### config.mk
export PLATFORM = sky130hd
export DESIGN_NAME = mem_arbiter_flat
export DESIGN_NICKNAME = d
export VERILOG_FILES = /design/src/rtl/mem_arbiter_if.sv /design/src/rtl/mem_arbiter.sv /design/src/flat_wrapper.sv
export SDC_FILE = /design/constraint.sdc
export NUM_CORES = 1
export LEC_CHECK = 0
export CORE_AREA = 2 2 88 90
export DETAILED_ROUTE_END_ITERATION = 8
export DIE_AREA = 0 0 90 92
export PLACE_DENSITY = 0.85
export SLEW_MARGIN = 20
export SYNTH_ARGS = -nofsm -noshare
export SYNTH_HDL_FRONTEND = slang
export SYNTH_SLANG_ARGS = --single-unit
### constraint.sdc
create_clock -name clk -period 1.8 [get_ports clk]
set_clock_uncertainty 0.05 [all_clocks]
set_input_delay 0.18 -clock clk [delete_from_list [all_inputs] [get_ports clk]]
set_output_delay 0.18 -clock clk [all_outputs]
set_load 0.01 [all_outputs]
### src/rtl/mem_arbiter_if.sv
// Bundle of cache-side request/response and main-memory signals seen by mem_arbiter.
// The slave modport is the arbiter's view; master is the caches/memory side.
interface mem_arbiter_if;
  logic        i_fill_req;
  logic [15:0] i_addr;
  logic        d_fill_req;
  logic        d_wr_req;
  logic [15:0] d_addr;
  logic [15:0] d_wdata;
  logic        i_mem_busy;
  logic        i_mem_valid;
  logic        d_mem_busy;
  logic        d_mem_valid;
  logic        d_wr_done;
  logic [15:0] rdata;
  logic        mem_en;
  logic        mem_wr;
  logic [15:0] mem_addr;
  logic [15:0] mem_wdata;
  logic [15:0] mem_rdata;
  logic        mem_valid;

  modport slave (
    input  i_fill_req, i_addr, d_fill_req, d_wr_req, d_addr, d_wdata, mem_rdata, mem_valid,
    output i_mem_busy, i_mem_valid, d_mem_busy, d_mem_valid, d_wr_done, rdata,
    output mem_en, mem_wr, mem_addr, mem_wdata
  );

  modport master (
    output i_fill_req, i_addr, d_fill_req, d_wr_req, d_addr, d_wdata, mem_rdata, mem_valid,
    input  i_mem_busy, i_mem_valid, d_mem_busy, d_mem_valid, d_wr_done, rdata,
    input  mem_en, mem_wr, mem_addr, mem_wdata
  );
endinterface

### src/rtl/mem_arbiter.sv
// Arbitrates I-cache fills, D-cache fills and D-cache write-through stores onto one pipelined
// memory; fills are issued as 8-word bursts and returned words are routed to the owner.
module mem_arbiter #(
  parameter int unsigned MemLatency = 4,
  parameter int unsigned LineWords  = 8
) (
  input logic          clk,
  input logic          rst,
  mem_arbiter_if.slave bus_io
);

  typedef enum logic [1:0] {StIdle, StIFill, StDFill, StDWrite} state_e;

  state_e      state_q, state_d;
  logic [11:0] base_q, base_d;
  logic [3:0]  issue_cnt_q, issue_cnt_d;
  logic [3:0]  recv_cnt_q, recv_cnt_d;
  logic        last_d_q, last_d_d;
  logic [15:0] st_addr_q, st_addr_d;
  logic [15:0] st_data_q, st_data_d;

  logic in_fill;
  logic d_pend;
  logic grant_i;
  logic word_valid;

  assign in_fill    = (state_q == StIFill) || (state_q == StDFill);
  assign word_valid = in_fill && bus_io.mem_valid;
  assign d_pend     = bus_io.d_wr_req | bus_io.d_fill_req;
  // Round-robin: I wins a tie only if D had the previous grant.
  assign grant_i    = bus_io.i_fill_req & (~d_pend | last_d_q);

  always_ff @(posedge clk) begin
    if (rst) begin
      state_q     <= StIdle;
      base_q      <= '0;
      issue_cnt_q <= '0;
      recv_cnt_q  <= '0;
      last_d_q    <= 1'b0;
      st_addr_q   <= '0;
      st_data_q   <= '0;
    end else begin
      state_q     <= state_d;
      base_q      <= base_d;
      issue_cnt_q <= issue_cnt_d;
      recv_cnt_q  <= recv_cnt_d;
      last_d_q    <= last_d_d;
      st_addr_q   <= st_addr_d;
      st_data_q   <= st_data_d;
    end
  end

  always_comb begin
    state_d     = state_q;
    base_d      = base_q;
    issue_cnt_d = issue_cnt_q;
    recv_cnt_d  = recv_cnt_q;
    last_d_d    = last_d_q;
    st_addr_d   = st_addr_q;
    st_data_d   = st_data_q;

    bus_io.mem_en      = 1'b0;
    bus_io.mem_wr      = 1'b0;
    bus_io.mem_addr    = '0;
    bus_io.mem_wdata   = '0;
    bus_io.i_mem_busy  = 1'b0;
    bus_io.d_mem_busy  = 1'b0;
    bus_io.i_mem_valid = 1'b0;
    bus_io.d_mem_valid = 1'b0;
    bus_io.d_wr_done   = 1'b0;
    bus_io.rdata       = bus_io.mem_rdata;

    unique case (state_q)
      StIdle: begin
        if (grant_i) begin
          state_d  = StIFill;
          base_d   = bus_io.i_addr[15:4];
          last_d_d = 1'b0;
        end else if (d_pend) begin
          last_d_d = 1'b1;
          if (bus_io.d_wr_req) begin
            state_d   = StDWrite;
            st_addr_d = bus_io.d_addr;
            st_data_d = bus_io.d_wdata;
          end else begin
            state_d = StDFill;
            base_d  = bus_io.d_addr[15:4];
          end
        end
      end
      StIFill, StDFill: begin
        if (issue_cnt_q < 4'(LineWords)) begin
          bus_io.mem_en   = 1'b1;
          bus_io.mem_addr = {base_q, issue_cnt_q[2:0], 1'b0};
          issue_cnt_d     = issue_cnt_q + 4'd1;
        end
        if (word_valid) begin
          recv_cnt_d = recv_cnt_q + 4'd1;
          if (recv_cnt_q == 4'(LineWords - 1)) begin
            state_d     = StIdle;
            issue_cnt_d = '0;
            recv_cnt_d  = '0;
          end
        end
        if (state_q == StIFill) begin
          bus_io.d_mem_busy  = 1'b1;
          bus_io.i_mem_valid = word_valid;
        end else begin
          bus_io.i_mem_busy  = 1'b1;
          bus_io.d_mem_valid = word_valid;
        end
      end
      StDWrite: begin
        bus_io.mem_en     = 1'b1;
        bus_io.mem_wr     = 1'b1;
        bus_io.mem_addr   = st_addr_q;
        bus_io.mem_wdata  = st_data_q;
        bus_io.d_wr_done  = 1'b1;
        bus_io.i_mem_busy = 1'b1;
        state_d           = StIdle;
      end
      default: state_d = StIdle;
    endcase
  end

  // The first word of a burst can never beat the memory's fixed read latency.
  first_word_latency_a: assert property (@(posedge clk) disable iff (rst)
    (in_fill && bus_io.mem_valid && (recv_cnt_q == 4'd0)) |-> (issue_cnt_q >= 4'(MemLatency)));

endmodule

### src/flat_wrapper.sv
// flat-port wrapper written by rule: the top's interface ports become plain ports
module mem_arbiter_flat 
#(
  parameter int unsigned MemLatency = 4,
  parameter int unsigned LineWords  = 8
)
  (clk, rst, bus_io_i_fill_req, bus_io_i_addr, bus_io_d_fill_req, bus_io_d_wr_req, bus_io_d_addr, bus_io_d_wdata, bus_io_mem_rdata, bus_io_mem_valid, bus_io_i_mem_busy, bus_io_i_mem_valid, bus_io_d_mem_busy, bus_io_d_mem_valid, bus_io_d_wr_done, bus_io_rdata, bus_io_mem_en, bus_io_mem_wr, bus_io_mem_addr, bus_io_mem_wdata);
  mem_arbiter_if bus_io_i ();
  input logic clk;
  input logic rst;
  input wire logic [$bits(bus_io_i.i_fill_req)-1:0] bus_io_i_fill_req;
  input wire logic [$bits(bus_io_i.i_addr)-1:0] bus_io_i_addr;
  input wire logic [$bits(bus_io_i.d_fill_req)-1:0] bus_io_d_fill_req;
  input wire logic [$bits(bus_io_i.d_wr_req)-1:0] bus_io_d_wr_req;
  input wire logic [$bits(bus_io_i.d_addr)-1:0] bus_io_d_addr;
  input wire logic [$bits(bus_io_i.d_wdata)-1:0] bus_io_d_wdata;
  input wire logic [$bits(bus_io_i.mem_rdata)-1:0] bus_io_mem_rdata;
  input wire logic [$bits(bus_io_i.mem_valid)-1:0] bus_io_mem_valid;
  output wire logic [$bits(bus_io_i.i_mem_busy)-1:0] bus_io_i_mem_busy;
  output wire logic [$bits(bus_io_i.i_mem_valid)-1:0] bus_io_i_mem_valid;
  output wire logic [$bits(bus_io_i.d_mem_busy)-1:0] bus_io_d_mem_busy;
  output wire logic [$bits(bus_io_i.d_mem_valid)-1:0] bus_io_d_mem_valid;
  output wire logic [$bits(bus_io_i.d_wr_done)-1:0] bus_io_d_wr_done;
  output wire logic [$bits(bus_io_i.rdata)-1:0] bus_io_rdata;
  output wire logic [$bits(bus_io_i.mem_en)-1:0] bus_io_mem_en;
  output wire logic [$bits(bus_io_i.mem_wr)-1:0] bus_io_mem_wr;
  output wire logic [$bits(bus_io_i.mem_addr)-1:0] bus_io_mem_addr;
  output wire logic [$bits(bus_io_i.mem_wdata)-1:0] bus_io_mem_wdata;
  assign bus_io_i.i_fill_req = bus_io_i_fill_req;
  assign bus_io_i.i_addr = bus_io_i_addr;
  assign bus_io_i.d_fill_req = bus_io_d_fill_req;
  assign bus_io_i.d_wr_req = bus_io_d_wr_req;
  assign bus_io_i.d_addr = bus_io_d_addr;
  assign bus_io_i.d_wdata = bus_io_d_wdata;
  assign bus_io_i.mem_rdata = bus_io_mem_rdata;
  assign bus_io_i.mem_valid = bus_io_mem_valid;
  assign bus_io_i_mem_busy = bus_io_i.i_mem_busy;
  assign bus_io_i_mem_valid = bus_io_i.i_mem_valid;
  assign bus_io_d_mem_busy = bus_io_i.d_mem_busy;
  assign bus_io_d_mem_valid = bus_io_i.d_mem_valid;
  assign bus_io_d_wr_done = bus_io_i.d_wr_done;
  assign bus_io_rdata = bus_io_i.rdata;
  assign bus_io_mem_en = bus_io_i.mem_en;
  assign bus_io_mem_wr = bus_io_i.mem_wr;
  assign bus_io_mem_addr = bus_io_i.mem_addr;
  assign bus_io_mem_wdata = bus_io_i.mem_wdata;
  mem_arbiter #(.MemLatency(MemLatency), .LineWords(LineWords)) u_core (.clk(clk), .rst(rst), .bus_io(bus_io_i));
endmodule
# ---- After elaboration in Yosys (flattened, before gate mapping)
# Cells that the tools add are included.
dict set report totals {
  reg_bits 55
  output_inout_bits 55
}
dict set report classes {
  eq_ne 8
  n_bitwise 5
  reduce_logical 10
  mux 29
  n_lt_le_gt_ge 1
  n_addsub 2
}
# cell n
set op_table {}
lappend op_table {{12-bit 2-to-1 mux} 3}
lappend op_table {{16-bit 2-to-1 mux} 2}
lappend op_table {{16-bit case mux with 2 select lines} 1}
lappend op_table {{4-bit 2-to-1 mux} 4}
lappend op_table {{1-bit 2-to-1 mux} 12}
lappend op_table {{4-bit by 1-bit adder with 4-bit output, second input constant} 2}
lappend op_table {{2-bit 2-to-1 mux} 4}
lappend op_table {{2-bit by 1-bit != test with 1-bit output, second input constant} 3}
lappend op_table {{2-bit case mux with 3 select lines} 1}
lappend op_table {{3-bit AND reduction} 2}
lappend op_table {{2-bit == test, second input constant} 2}
lappend op_table {{4-bit by 3-bit == test with 1-bit output, second input constant} 1}
lappend op_table {{4-bit < comparator, second input constant} 1}
lappend op_table {{1-bit case mux with 2 select lines} 2}
lappend op_table {{2-bit AND reduction} 2}
lappend op_table {{4-bit AND reduction} 1}
lappend op_table {{3-bit by 1-bit != test with 1-bit output, second input constant} 1}
lappend op_table {{2-bit by 1-bit == test with 1-bit output, second input constant} 1}
lappend op_table {{2-bit logical NOT} 1}
lappend op_table {{1-bit inverter} 2}
lappend op_table {{1-bit bitwise OR} 2}
lappend op_table {{2-bit nonzero test} 1}
lappend op_table {{2-bit OR reduction} 1}
lappend op_table {{1-bit bitwise AND} 1}
lappend op_table {{2 further kinds} 2}

# ---- Longest topological paths before layout
# Gate-level depths: netlist (run 1).
dict set report depth {
  word_depth 6
  depth_mapped 8
  mapped_depth_nobuf 6
}

# ---- Least setup slack after synthesis (run 1)
# Ideal clock, no wire load.
dict set report synth_timing {
  path_type {reg2out}
  startpoint {register u_core.state_q[0]}
  endpoint {output bus_io_mem_addr[10]}
  path_stages_with_launch 8
  t_arrival_ns 1.541
  slack_ns 0.029
  cell_sequence {dfxtp_1 > inv_1 > ha_1 > nor2b_1 > buf_2 > clkbuf_1 > a22oi_1 > nor2_1}
}
dict set report synth_via {
  elab_chain_len 3
}
# element line_no
set synth_rtl {}
lappend synth_rtl {{start: declaration} mem_arbiter.sv:14} ;# state_e state_q, state_d;
lappend synth_rtl {{start signal: assignment} mem_arbiter.sv:35} ;# state_q <= StIdle;
lappend synth_rtl {{start signal: assignment} mem_arbiter.sv:43} ;# state_q <= state_d;
lappend synth_rtl {{2-bit == test or 2-bit by 1-bit == test with 1-bit output (tied branches)} mem_arbiter.sv:73} ;# unique case (state_q)
lappend synth_rtl {{2-bit OR reduction} mem_arbiter.sv:73}
lappend synth_rtl {{16-bit case mux with 2 select lines *} mem_arbiter.sv:73}
lappend synth_rtl {{end: declaration} flat_wrapper.sv:27} ;# output wire logic [$bits(bus_io_i.mem_addr)-1:0] bus_io_mem_addr;
# Mark *: on every way between the ends. The rest lies on a longest branch, timed or not.

# ---- Worst setup path in the final report (run 1)
dict set report layout_timing {
  startpoint {register u_core.state_q[0]}
  endpoint {output bus_io_mem_addr[14]}
}
# Same word-level chain as after synthesis.

==> run metrics, run 1 <==
initial core utilization=0.3810; number of vias in the routed layout=2871; first-pass GRT wire length=13320 um; post-DP HPWL=5733 um; floorplan core area=7447 um^2; flip-flop and latch area=1104 um^2; filler-free cell count of the finished design=566; Residual DRC=0; Hold Violations, Final=0; Layout Nets=542; worst path bufs/invs=3; share of cells above drive strength 1=0.1983; TritonCTS clock tree=built; filler cell count=722; DR pass1 iterations=4; number of instances in the synthesized netlist=383; initial antenna violation count=0; max_cap viols=0; antenna diode instance count=0; cell type contributing the most total cell area after synthesis=sky130_fd_sc_hd__dfxtp_1; data arrival time of the worst path=1.63 ns; flip-flop and latch count after synthesis=55; latest clock arrival within the worst-skew pair=0.30 ns; clock root buffer=sky130_fd_sc_hd__clkbuf_8; slowest library cell on the worst path=sky130_fd_sc_hd__dfxtp_2; mean routed wirelength per cell=13.98 um; part of the Yosys area used for sequential elements=0.3880; Routed Wire Length=7911 um; cts bufs inserted=5; violated checks=setup timing; number of DRC markers in iteration 0=167; startpoint-to-endpoint class of the critical path=register to output port; run status=complete, but fails checks; critical path launch point=u_core.state_q[0]; worst flop-to-flop path startpoint=u_core.state_q[0]; clock-pin slew on the worst setup and hold paths=0.10 ns; top-area cell type share of the netlist area=0.3880; number of placed instances, taps included=558; Hold Slack=0.2390 ns; synth-to-layout area growth=36.33%; CP Launch Type=register; Async SR Flop Fraction=0; Rows=32; largest incremental delay on the critical path=0.35 ns; final weighted congestion in routability-driven placement=0.8841; Cell variety after synth=31; kind of cell adding the most delay to the critical path=buffers and inverters; cell breakdown of the critical path=inv_2 -> ha_4 -> nor2b_4 -> buf_6 -> a22oi_1 -> nor2_1 -> buf_2; unrepaired setup endpoints after global routing=true; count leader, synth=sky130_fd_sc_hd__nand2_1; placement-stage cell area=3849 um^2; top area cells in the synthesized netlist=sky130_fd_sc_hd__dfxtp_1 (39%), sky130_fd_sc_hd__nand2_1 (11%), sky130_fd_sc_hd__a21oi_1 (8.8%); Post-synth top flop=sky130_fd_sc_hd__dfxtp_1; antenna viol nets, final=0; period utilisation layout=1.034; maximum count of clock buffers along a single path=2; I/O pin count=125; Overflow after GRT=0; chip width=90 um; largest net degree at the start of global routing=22; Critical Path Fanout Max=7; Least-Margin Pin Slew=0.5107 ns; synthesized cell area=2838 um^2; Worst slew margin=0.6580; peak clock frequency supported by timing=537.4 MHz; total nets after synthesis=462; final-report max-slew violation count=0; LEAKAGE=1.630 nW; final worst slack=-0.06073 ns; critical path endpoint category=output port; vias per cell=5.072; H-Tree Depth=2; number of buffer cells added on primary ports=88; Worst Path Required=1.57 ns; y dimension of the die=92 um; total setup buffers inserted after CTS=0; Overall Power=4.502 mW; kind of path behind the tightest hold check=primary input to register; vias in the first global route=2872; Pwr per Cell Area=1164 nW/um^2; Mapped Avg Cell Area=7.409 um^2; Post-synth EDFFs=0; Max VDD drop=0.0005396 V; floorplan die area=8280 um^2; final instance area=3869 um^2; total number of yosys warnings=0; number of clock sinks=55; list of most frequent post-synthesis cells=sky130_fd_sc_hd__nand2_1 (80), sky130_fd_sc_hd__dfxtp_1 (55), sky130_fd_sc_hd__a21oi_1 (50); worst hold path startpoint=rst; global-route total usage across every layer=0.1927; Post-CTS Hold Buffers=0; setup violators final=14; post-layout minimum cycle time=1.861 ns; total area of multi-input combinational cells=1494 um^2
metrics by stage:
step	utilization	worst slack, ns	TNS, ns
2_1_floorplan	-	0.02886	0
3_3_place_gp	0.5168	-0.2185	-3.867
3_5_place_dp	0.5168	-0.3329	-6.214
4_1_cts	0.5192	-0.05387	-0.5964
5_1_grt	0.5195	-0.1526	-1.886
6_report	0.5195	-0.06073	-0.4972
sequential cells by signal, indices dropped and copies added, names as in the netlist:
| name | cells |
|---|---|
| u_core.recv_cnt_q | 4 |
| u_core.st_addr_q | 16 |
| u_core.issue_cnt_q | 4 |
| u_core.base_q | 12 |
| u_core.st_data_q | 16 |
| u_core.state_q | 2 |
| u_core.last_d_q | 1 |
repair_timing:
action                     4_1_cts  5_1_grt
resized for setup              150       10
setup endpoints to repair       38       46
gates cloned                     0        0
pin swaps                        0        1
logic make-up after synthesis:
family                   count (synthesis)  share of synthesized area
XOR/XNOR                                 3                   0.009261
flip-flops                              55                     0.3880
AO/OA/AOI/OAI                           99                     0.2134
AND/OR/NAND/NOR                        154                     0.2377
adder cells (fa/ha/maj)                  9                    0.03968
buffers and inverters                   63                     0.1120
layout by cell type, fill, tap and decap left out, types with 2 or more instances in the layout:
master / count
sky130_fd_sc_hd__nand2_1: 80
sky130_fd_sc_hd__dfxtp_1: 53
sky130_fd_sc_hd__a21oi_1: 50
sky130_fd_sc_hd__clkdlybuf4s50_1: 48
sky130_fd_sc_hd__nor2_1: 37
sky130_fd_sc_hd__buf_2: 31
sky130_fd_sc_hd__buf_4: 25
sky130_fd_sc_hd__and2_1: 18
sky130_fd_sc_hd__inv_1: 14
sky130_fd_sc_hd__o21ai_0: 13
sky130_fd_sc_hd__a311oi_1: 13
sky130_fd_sc_hd__a22oi_1: 8
sky130_fd_sc_hd__a22oi_2: 7
sky130_fd_sc_hd__ha_1: 6
sky130_fd_sc_hd__nand3_1: 5
sky130_fd_sc_hd__clkbuf_8: 5
sky130_fd_sc_hd__buf_6: 5
sky130_fd_sc_hd__dlygate4sd2_1: 4
sky130_fd_sc_hd__xor2_1: 3
sky130_fd_sc_hd__nand2b_1: 3
sky130_fd_sc_hd__clkbuf_2: 3
sky130_fd_sc_hd__inv_2: 2
sky130_fd_sc_hd__a32oi_1: 2
sky130_fd_sc_hd__ha_4: 2
sky130_fd_sc_hd__buf_12: 2
sky130_fd_sc_hd__dfxtp_2: 2
area by class of cell:
type,instances,share of cell area
Multi-Input combinational cell,265,0.3862
Inverter,16,0.01552
Clock inverter,3,0.005821
Sequential cell,55,0.2853
Timing Repair Buffer,120,0.2565
Clock buffer,5,0.01779
Tap cell,102,0.03299
final timing paths:
check	end	slack, ns	cells past startpoint
setup / recovery	bus_io_mem_addr[14]	-0.06	7
hold / removal	u_core.recv_cnt_q[2]	0.24	2
setup reg to reg	u_core.base_q[1]	0.14	7
hold reg to reg	u_core.st_data_q[8]	0.40	2
routing by layer:
layer	GRT usage	up-vias	wire, um
li1	-	1417	-
met1	0.2335	1331	3403
met2	0.3340	113	3942
met3	0.04355	10	447
met4	0.07308	0	117
met5	0	-	0
power breakdown:
group	leakage, nW	total (mW)	switching, mW	internal, mW
Combinational	1.13	2.17	1.18	0.988
Sequential	0.452	1.64	0.165	1.48
Clock	0.0485	0.696	0.416	0.280
Total	1.63	4.50	1.76	2.74
Note: power is estimated with default switching activity, not from simulation.
==> run 2, diff against run 1 <==
CTS_CLUSTER_SIZE = 40   (was default)
SETUP_SLACK_MARGIN = 0.1   (was default)
==> run metrics, run 2 (synthesis results as in run 1) <==
run status=complete, but fails checks (unchanged); violated checks=setup timing (unchanged); clock network power share=0.133 (was 0.154); filler cell count=694 (was 722); antenna diode instance count=0 (unchanged); Post-CTS Hold Buffers=0 (unchanged); Layout Nets=548 (was 542); Least-Margin Pin Slew=0.6758 ns (was 0.5107 ns); setup violators final=15 (was 14); y dimension of the die=92 um (unchanged); Hold Violations, Final=0 (unchanged); kind of path behind the tightest hold check=primary input to output port (was primary input to register); floorplan die area=8280 um^2 (unchanged); sequential power share=0.353 (was 0.365); critical path endpoint category=output port (unchanged); final worst slack=-0.1011 ns (was -0.06073 ns); synth-to-layout area growth=40.12% (was 36.33%); number of DRC markers in iteration 0=128 (was 167); vias in the first global route=2829 (was 2872); kind of cell adding the most delay to the critical path=buffers and inverters (unchanged); largest incremental delay on the critical path=0.35 ns (about the same); data arrival time of the worst path=1.67 ns (was 1.63 ns); mean routed wirelength per cell=14.19 um (was 13.98 um); leading cell type in the layout, fill and taps excluded=sky130_fd_sc_hd__nand2_1 (unchanged); floorplan core area=7447 um^2 (unchanged); net switching power figure=1.811 mW (was 1.757 mW); LEAKAGE=1.642 nW (was 1.630 nW); number of placed instances, taps included=556 (was 558); flip-flop and latch area=1104 um^2 (unchanged); pre-CTS setup slack=-0.2435 ns (was -0.3329 ns); Residual DRC=0 (unchanged); Overflow after GRT=0 (unchanged); largest registers=u_core.st_addr_q x16, u_core.st_data_q x16, u_core.base_q x12 (unchanged); Worst slew margin=0.5495 (was 0.6580); post-layout minimum cycle time=1.901 ns (was 1.861 ns); clock-pin slew on the worst setup and hold paths=0.09 ns (was 0.10 ns); antenna viol nets, final=0 (unchanged); Worst Path Required=1.57 ns (about the same); number of vias in the routed layout=2892 (was 2871); maximum count of clock buffers along a single path=2 (unchanged); final-report max-slew violation count=0 (unchanged); cts bufs inserted=5 (unchanged); final weighted congestion in routability-driven placement=0.7970 (was 0.8841); cell breakdown of the critical path=inv_2 -> ha_4 -> nor2b_4 -> buf_6 -> a22oi_2 -> nor2_1 -> buf_2 (was inv_2 -> ha_4 -> nor2b_4 -> buf_6 -> a22oi_1 -> nor2_1 -> buf_2); initial antenna violation count=0 (unchanged); chip width=90 um (unchanged); post-DP HPWL=5588 um (was 5733 um); Rows=32 (unchanged); internal cell power=2.878 mW (was 2.745 mW); Max VDD drop=0.0004929 V (was 0.0005396 V); Pwr per Cell Area=1179 nW/um^2 (was 1164 nW/um^2); clock root buffer=sky130_fd_sc_hd__clkbuf_8 (unchanged); largest net degree at the start of global routing=35 (was 22); DR pass1 iterations=4 (unchanged); first-pass GRT wire length=13080 um (was 13320 um); CP Launch Type=register (unchanged); Routed Wire Length=8088 um (was 7911 um); peak clock frequency supported by timing=526.0 MHz (was 537.4 MHz); I/O pin count=125 (unchanged); number of buffer cells added on primary ports=88 (unchanged); share of cells above drive strength 1=0.2372 (was 0.1983); commonest non-fill, non-tap cells in the layout=sky130_fd_sc_hd__nand2_1 (79), sky130_fd_sc_hd__dfxtp_1 (53), sky130_fd_sc_hd__a21oi_1 (50) (was sky130_fd_sc_hd__nand2_1 (80), sky130_fd_sc_hd__dfxtp_1 (53), sky130_fd_sc_hd__a21oi_1 (50)); max_cap viols=0 (unchanged); worst path bufs/invs=3 (unchanged); initial core utilization=0.3810 (unchanged); fraction of power spent switching nets=0.3863 (was 0.3903); period utilisation layout=1.056 (was 1.034); Critical Path Fanout Max=5 (was 7); unrepaired setup endpoints after global routing=true (unchanged); startpoint-to-endpoint class of the critical path=register to output port (unchanged); global-route total usage across every layer=0.1905 (was 0.1927); filler-free cell count of the finished design=570 (was 566); total area of multi-input combinational cells=1558 um^2 (was 1494 um^2); vias per cell=5.074 (was 5.072); Logic pwr share=0.514 (was 0.481); Final Util=0.5339 (was 0.5195); TritonCTS clock tree=built (unchanged); number of clock sinks=55 (unchanged); slowest library cell on the worst path=sky130_fd_sc_hd__dfxtp_2 (unchanged); latest clock arrival within the worst-skew pair=0.30 ns (about the same); H-Tree Depth=2 (unchanged)
run 2: cell types whose count changed in the layout (fill, tap and decap cells not counted), moves of 2 or more:
cell / previous run / this run
sky130_fd_sc_hd__a22oi_1: 8 / 1
sky130_fd_sc_hd__a22oi_2: 7 / 14
sky130_fd_sc_hd__buf_2: 31 / 38
sky130_fd_sc_hd__dlygate4sd2_1: 4 / 0
sky130_fd_sc_hd__buf_12: 2 / 5
sky130_fd_sc_hd__buf_6: 5 / 7
run 2: worst paths after layout:
| path | from | to | slack (ns) | depth (start not counted) |
|---|---|---|---|---|
| hold / removal | bus_io_mem_rdata[5] | bus_io_rdata[5] | 0.31 | 0 |
| setup / recovery | u_core.state_q[1] | bus_io_mem_addr[15] | -0.10 | 7 |
| hold reg to reg | u_core.st_data_q[13] | u_core.st_data_q[13] | 0.40 | 2 |
| setup reg to reg | u_core.state_q[1] | u_core.recv_cnt_q[3] | 0.15 | 8 |
run 2: power by group through the flow:
stage / combinational (mW) / clock, mW / sequential, mW
floorplan: 1.21 / 0 / 1.61
global placement: 2.01 / 0 / 1.63
detailed placement: 2.07 / 0 / 1.65
CTS: 2.24 / 0.634 / 1.64
global route: 2.63 / 0.687 / 1.68
finish: 2.41 / 0.625 / 1.65
run 2: area by class of cell:
| class | count | area share |
|---|---|---|
| multi-input combinational | 265 | 0.3918 |
| sequential | 55 | 0.2775 |
| timing repair buffer | 126 | 0.2653 |
| tap | 102 | 0.03210 |
| clock buffer | 6 | 0.01825 |
| inverter | 16 | 0.01510 |
run 2: per-layer routing:
layer  track usage  routed length, um  vias to the layer above
li1              -                  -                     1428
met1        0.2152               3406                     1342
met2        0.3503               4064                      106
met3       0.04191                503                       16
met4       0.07179                114                        0
met5             0                  0                        -
run 2: timing repair:
item,CTS,global route
pin swaps,8,17
gates cloned,2,1
setup buffers,2,3
endpoints found under the setup margin,39,54
resized for setup,167,23
endpoints found under the hold margin,0,0
run 2: metrics by stage:
step	instance area (um^2)	hold slack, ns	power, mW	setup TNS [ns]
2_1_floorplan	2839	0.2441	2.825	0
4_1_cts	3929	0.3101	4.514	-0.7102
5_1_grt	3976	0.3100	4.995	-2.360
3_3_place_gp	3859	0.3101	3.640	-3.696
6_report	3976	0.3100	4.689	-0.9355
3_5_place_dp	3859	0.3101	3.713	-5.158
